## src/rtl/itoh_tsujii_pkg.sv

```systemverilog
// Shared definitions for the GF(2^283) Itoh-Tsujii inversion control path and datapath.
package itoh_tsujii_pkg;

  localparam int NUM_STEPS = 11;
  localparam int CNT_W     = 8;
  localparam int FIELD_M   = 283;
  localparam int STEP_W    = 4;

  typedef enum logic [2:0] {
    IDLE,
    LOAD,
    FETCH,
    SQUARE,
    MUL_REQ,
    MUL_WAIT,
    FINAL_SQ,
    DONE
  } itoh_state_t;

endpackage

```

## src/rtl/itoh_tsujii_sequencer_sq_down_counter.sv

```systemverilog
// Squaring-run counter: loaded with a chain step's squaring count, flags the last squaring.
module sq_down_counter
  import itoh_tsujii_pkg::*;
#(
  parameter int W = CNT_W
) (
  input  logic         clk,
  input  logic         rst,
  input  logic         load,
  input  logic [W-1:0] load_val,
  input  logic         dec,
  output logic         last
);

  logic [W-1:0] count;

  // Saturates at zero so a stray decrement can never wrap into a huge run.
  always_ff @(posedge clk) begin
    if (rst) begin
      count <= '0;
    end else if (load) begin
      count <= load_val;
    end else if (dec && (count != '0)) begin
      count <= count - W'(1);
    end
  end

  assign last = (count == W'(1));

endmodule

```

## src/rtl/itoh_tsujii_sequencer.sv

```systemverilog
// Control FSM for Itoh-Tsujii inversion: walks the addition-chain ROM and strobes the
// field datapath with load, save, square and multiply commands.
module itoh_tsujii_sequencer
  import itoh_tsujii_pkg::*;
#(
  parameter int NUM_STEPS = itoh_tsujii_pkg::NUM_STEPS,
  parameter int CNT_W     = itoh_tsujii_pkg::CNT_W
) (
  input  logic             clk,
  input  logic             rst,
  input  logic             start,
  output logic             busy,
  output logic             done,
  output logic [3:0]       rom_addr,
  input  logic [CNT_W-1:0] rom_data,
  output logic             load_t,
  output logic             save_b,
  output logic             sq_en,
  output logic             mul_start,
  output logic             mul_sel,
  input  logic             mul_done
);

  itoh_state_t       state;
  logic [STEP_W-1:0] step;
  logic              sq_last;
  logic              rom_is_one;

  assign rom_is_one = (rom_data == CNT_W'(1));

  sq_down_counter #(.W(CNT_W)) u_sq_cnt (
    .clk      (clk),
    .rst      (rst),
    .load     (state == FETCH),
    .load_val (rom_data),
    .dec      (state == SQUARE),
    .last     (sq_last)
  );

  // A step value of 1 is the "square then multiply by a" step; every other step
  // snapshots T into B first and multiplies by that snapshot.
  always_ff @(posedge clk) begin
    if (rst) begin
      state   <= IDLE;
      step    <= '0;
      mul_sel <= 1'b0;
    end else begin
      case (state)
        IDLE: begin
          if (start) state <= LOAD;
        end
        LOAD: begin
          step  <= '0;
          state <= FETCH;
        end
        FETCH: begin
          mul_sel <= rom_is_one;
          state   <= (rom_data == '0) ? MUL_REQ : SQUARE;
        end
        SQUARE: begin
          if (sq_last) state <= MUL_REQ;
        end
        MUL_REQ: begin
          state <= MUL_WAIT;
        end
        MUL_WAIT: begin
          if (mul_done) begin
            if (step == STEP_W'(NUM_STEPS - 1)) begin
              mul_sel <= 1'b0;
              state   <= FINAL_SQ;
            end else begin
              step  <= step + STEP_W'(1);
              state <= FETCH;
            end
          end
        end
        FINAL_SQ: begin
          state <= DONE;
        end
        DONE: begin
          step  <= '0;
          state <= IDLE;
        end
        default: begin
          state <= IDLE;
        end
      endcase
    end
  end

  assign busy      = (state != IDLE);
  assign done      = (state == DONE);
  assign load_t    = (state == LOAD);
  assign sq_en     = (state == SQUARE) || (state == FINAL_SQ);
  assign mul_start = (state == MUL_REQ);
  // save_b follows the combinational ROM word of the step being fetched.
  assign save_b    = (state == FETCH) && !rom_is_one;
  assign rom_addr  = step;

endmodule
```

## config.mk

```make
export PLATFORM = sky130hd
export DESIGN_NAME = itoh_tsujii_sequencer
export DESIGN_NICKNAME = d
export VERILOG_FILES = /design/src/rtl/itoh_tsujii_pkg.sv /design/src/rtl/itoh_tsujii_sequencer_sq_down_counter.sv /design/src/rtl/itoh_tsujii_sequencer.sv
export SDC_FILE = /design/constraint.sdc
export NUM_CORES = 1
export LEC_CHECK = 0
export ABC_AREA = 1
export CAP_MARGIN = 0
export CORE_MARGIN = 10
export CORE_UTILIZATION = 30
export DETAILED_ROUTE_END_ITERATION = 16
export GPL_ROUTABILITY_DRIVEN = 0
export SETUP_SLACK_MARGIN = 0.2
export SKIP_CTS_REPAIR_TIMING = 1
export SYNTH_ARGS = -nofsm -noshare
export SYNTH_HDL_FRONTEND = slang
export SYNTH_SLANG_ARGS = --single-unit
```

## constraint.sdc

```tcl
create_clock -name clk -period 2.6 [get_ports clk]
set_input_delay 0.39 -clock clk [delete_from_list [all_inputs] [get_ports clk]]
set_output_delay 0.39 -clock clk [all_outputs]
set_load 0.05 [all_outputs]
```

# Yosys cells after proc, flatten, opt, wreduce, memory -nomap -nowiden

Index checks and enable logic that the tools add are counted.
W data, S select, Z words.

Bits in registers: 16
Output and inout bits: 11

Reductions and logical operators: 15
Add/sub/neg operators: 2
Equal/unequal tests: 15
Multiplexer cells: 14

Operator list:

| cell                  | count |
|---|---|
| $pmux W3 S8           | 1 |
| $eq A8 B1 Y1 const B  | 2 |
| $mux W8               | 2 |
| $mux W3               | 5 |
| $eq A3 B3 Y1 const B  | 4 |
| $ne A2 B2 Y1 const B  | 5 |
| $reduce_and A3 Y1     | 3 |
| $logic_not A8 Y1      | 1 |
| $mux W4               | 2 |
| $pmux W4 S2           | 1 |
| $reduce_bool A8 Y1    | 1 |
| $sub A8 B1 Y8 const B | 1 |
| $eq A3 B2 Y1 const B  | 2 |
| $reduce_bool A2 Y1    | 3 |
| $add A4 B1 Y4 const B | 1 |
| $eq A4 B4 Y1 const B  | 1 |
| $eq A3 B1 Y1 const B  | 1 |
| $logic_not A3 Y1      | 1 |
| $reduce_bool A3 Y1    | 1 |
| $logic_and A1 B1 Y1   | 2 |
| $mux W1               | 2 |
| $pmux W1 S2           | 1 |
| $reduce_or A2 Y1      | 1 |
| $logic_not A1 Y1      | 1 |
| $logic_or A1 B1 Y1    | 1 |

# Depth between registers and ports, before layout

Depth in word-level cells: 4
Depth in mapped cells: 10
Gate-level depth less buffers: 10

# By module

Synthesis repeated with hierarchy kept, for this count alone.

Cell total of the unflattened synthesis: 205
Area, all modules: 1243.7 um^2

By module, submodules not included:

| module                | times used | seq. area each (um^2) | cells each | area an instance (um^2) |
|---|---|---|---|---|
| sq_down_counter       | 1          | 160.2                 | 107        | 653.1 |
| itoh_tsujii_sequencer | 1          | 160.2                 | 98         | 590.6 |

# Least setup slack after synthesis

OpenSTA, ideal clock, no wires.

Path kind: reg2out
From: reg state[2]
To: out save_b
Setup slack: 764 ps
Cell stages (with the launch flop): 6
Data required time: 2210 ps
Arrival time: 1446 ps
Path through: dfxtp_1 > buf_6 > nor2_2 > nand2_1 > buf_2 > nor2_1

Word-level cells in the longest chain between the ends: 2

RTL lines:

| what                   | line                        | source |
|---|---|---|
| start, declared        | itoh_tsujii_sequencer.sv:24 | `itoh_state_t state;` |
| start signal, assigned | itoh_tsujii_sequencer.sv:58 | `state <= (rom_data == '0) ? MUL_REQ : SQUARE;` |
| $eq A3 B2 Y1           | itoh_tsujii_sequencer.sv:97 | `assign save_b = (state == FETCH) && !rom_is_one;` |
| $logic_and A1 B1 Y1    | itoh_tsujii_sequencer.sv:97 |  |
| end, declared          | itoh_tsujii_sequencer.sv:17 | `output logic save_b,` |

Every way passes these cells.

# Final worst setup path

From: reg state[0]
To: out done

Word-level cells in the longest chain between the ends: 1

RTL lines:

| what          | line                        | source |
|---|---|---|
| $eq A3 B3 Y1  | itoh_tsujii_sequencer.sv:92 | `assign done = (state == DONE);` |
| end, declared | itoh_tsujii_sequencer.sv:13 | `output logic done,` |

Every way passes these cells.

==> results.yml <==
timing:
  maxSlewHeadroom_pct: 66.28
  fmax_ghz: 0.4569
  fin_ws_ns: 0.4115
  skew_ns: 0.002081
  min_period_ns: 2.189
  worstMarginPinSlew_ns: 0.5043
  fin_crit_sh_pct: 84.17
  fin_tns_setup_ns: 0
  setup-violations-final: 0
  hold_viol_final: 0
  slew_viol_final: 0
  rsz0062_at_grt: "false"
final_layout:
  drive_above_1_share_pct: 13.12
  area_growth_pct: 27.18
  nFillCells: 401
  fin_area_sq_um: 1534
  nets: 239
  fin_util_pct: 40.68
  antenna_cells: 0
critical_path:
  path_max_fanout: 6
  crit_slowest_cell: "clkdlybuf4s50_1"
  critPathArrivalTime_ns: 1.80
  end_kind: "output pin"
  worst_path_largest_cell_delay_ns: 0.81
  r2r-start: "state[2]"
  cp_cell_sequence: "nand2_1 > clkinv_2 > nand2_1 > inv_1 > clkdlybuf4s50_1"
  crit_path_start_kind: "flop"
  critical_path_class: "flop to output pin"
  cp-startpoint: "state[0]"
  critPathRequiredTime_ns: 2.21
  critPathMostFrequentCell: "nand2_1"
run_status:
  status: "complete, no violations"
power:
  power.leakage_nw: 0.7026
  power_density_nw_per_um2: 495.8
  p_total_w: 0.0007606
  ir_worst_vdd_mv: 0.2298
worst_hold_path:
  hp-class: "flop to flop"
  hold_start: "mul_sel"
synth:
  dominantRegCellSynth: "dfxtp_1"
  synth_area_sq_um: 1206
  yosysSeqAreaShare_pct: 26.56
  synth_nets: 213
  async_flop_share_pct: 0
  synth_cell_types: 27
  yosys.area.top_type_share_pct: 26.56
  synthTopCellsByCount: "nand2_1, nor2_1, inv_1"
  avgSynthCellArea_sq_um: 6.154
  synth_top_area_cell: "dfxtp_1"
  synth-seq-cells: 16
  yosysMostFrequentCell: "nand2_1"
  syn_inst: 196
  synth_edf_count: 0
  yosysWarnings: 0
  yosys-top-cells-area: "dfxtp_1, nand2_1, nor2_1, nand3_1, inv_1"
cts:
  clockRootBuffer: "clkbuf_8"
  cts.sinks: 16
  clk_pin_slew_ns: 0.07
  cts_tree: "yes"
  cts-buffers-inserted: 3
  clock_tree.buffer_depth: 2
  insertion_delay_ns: 0.25
  cts-htree-levels: 1
floorplanning:
  die_h_um: 83.41
  die_x_um: 83.41
  ios: 23
  die_area_sq_um: 6956
  start_util_pct: 31.98
  coreArea_sq_um: 3771
  num_rows: 22
placement:
  portBuffers: 22
  place_ws_ns: 0.6718
  dp_hpwl_um: 2356
  dpl_cell_area_sq_um: 1479
route:
  first_iter_violations: 60
  wirelength_um: 2922
  ant_nets: 0
  drt_first_pass_iters: 4
  avgViaCountPerCell: 4.446
  route.detailed.drc: 0
  num_vias: 1196
  wl_per_cell_um: 10.86
run:
  cap_violations: 0
global_routing:
  grt_pass1_wl_um: 5071
  grt_pass1_vias: 1134
  grt_max_degree: 13
  grt_antenna_before_repair: 0
  grt_usage_pct: 8.444
  grt.overflow.total: 0
cell families after synthesis:
kind of cell | synth area share (%)
and+or+nand+nor | 47.41
buffers and inverters | 9.231
AOI/OAI and AO/OA | 9.441
DFF | 26.56
adders and majority gates | 5.187
xor gates and xnor gates | 2.179
critical path: cells and delay by family, from the launching register on:
kind	cells	cell delay (ns)
buffers and inverters	3	0.96
flip-flops	1	0.44
AND/OR/NAND/NOR	2	0.15
placed cells by master (no fill, tap or decap), drive strengths merged:
master	n
a21oi	11
nor2	38
nand3	18
nand2	66
o21ai	5
nand3b	2
clkdlybuf4s50	21
ha	5
nor3	2
xor2	3
nand4	1
clkbuf	4
buf	3
o21bai	2
inv	23
dfxtp	16
clkinv	1
through the flow:
step	hold slack (ns)	cells
6_report	0.4662	269
5_1_grt	0.4935	269
4_1_cts	0.4735	269
3_5_place_dp	0.4576	265
3_3_place_gp	0.4599	265
2_1_floorplan	0.4509	196
cell type report:
| type | instances | area [sq um] | area share, % |
|---|---|---|---|
| clock buffers | 4 | 55.05 | 3.589 |
| inverters | 24 | 91.34 | 5.954 |
| multi-input cells | 153 | 774.5 | 50.49 |
| flip-flops and latches | 16 | 320.3 | 20.88 |
| well taps | 48 | 60.06 | 3.915 |
| repair buffers | 24 | 232.7 | 15.17 |
flip-flops by register name (all words and copies together) (netlist names):
signal and count:
mul_sel 1, rom_addr 4, state 3, u_sq_cnt.count 8
power breakdown:
part	switching, W	internal, W
Combinational	0.000157	0.0000983
Clock	0.0000918	0.000134
Sequential	0.0000194	0.000259
Total	0.000269	0.000492
metal layers:
metal	wire (um)	track usage, %	share of wire [%]
met5	0	0	0
met4	27	2.308	0.92
met3	138	3.125	4.7
met2	1281	13.13	44
met1	1474	10.56	50
worst paths after layout:
kind	to	cells past startpoint	slack (ns)
max	done	5	0.41
max reg2reg	mul_sel	6	1.18
min reg2reg	mul_sel	2	0.47
min	mul_sel	2	0.47
Power figures use the tool's default switching activity.
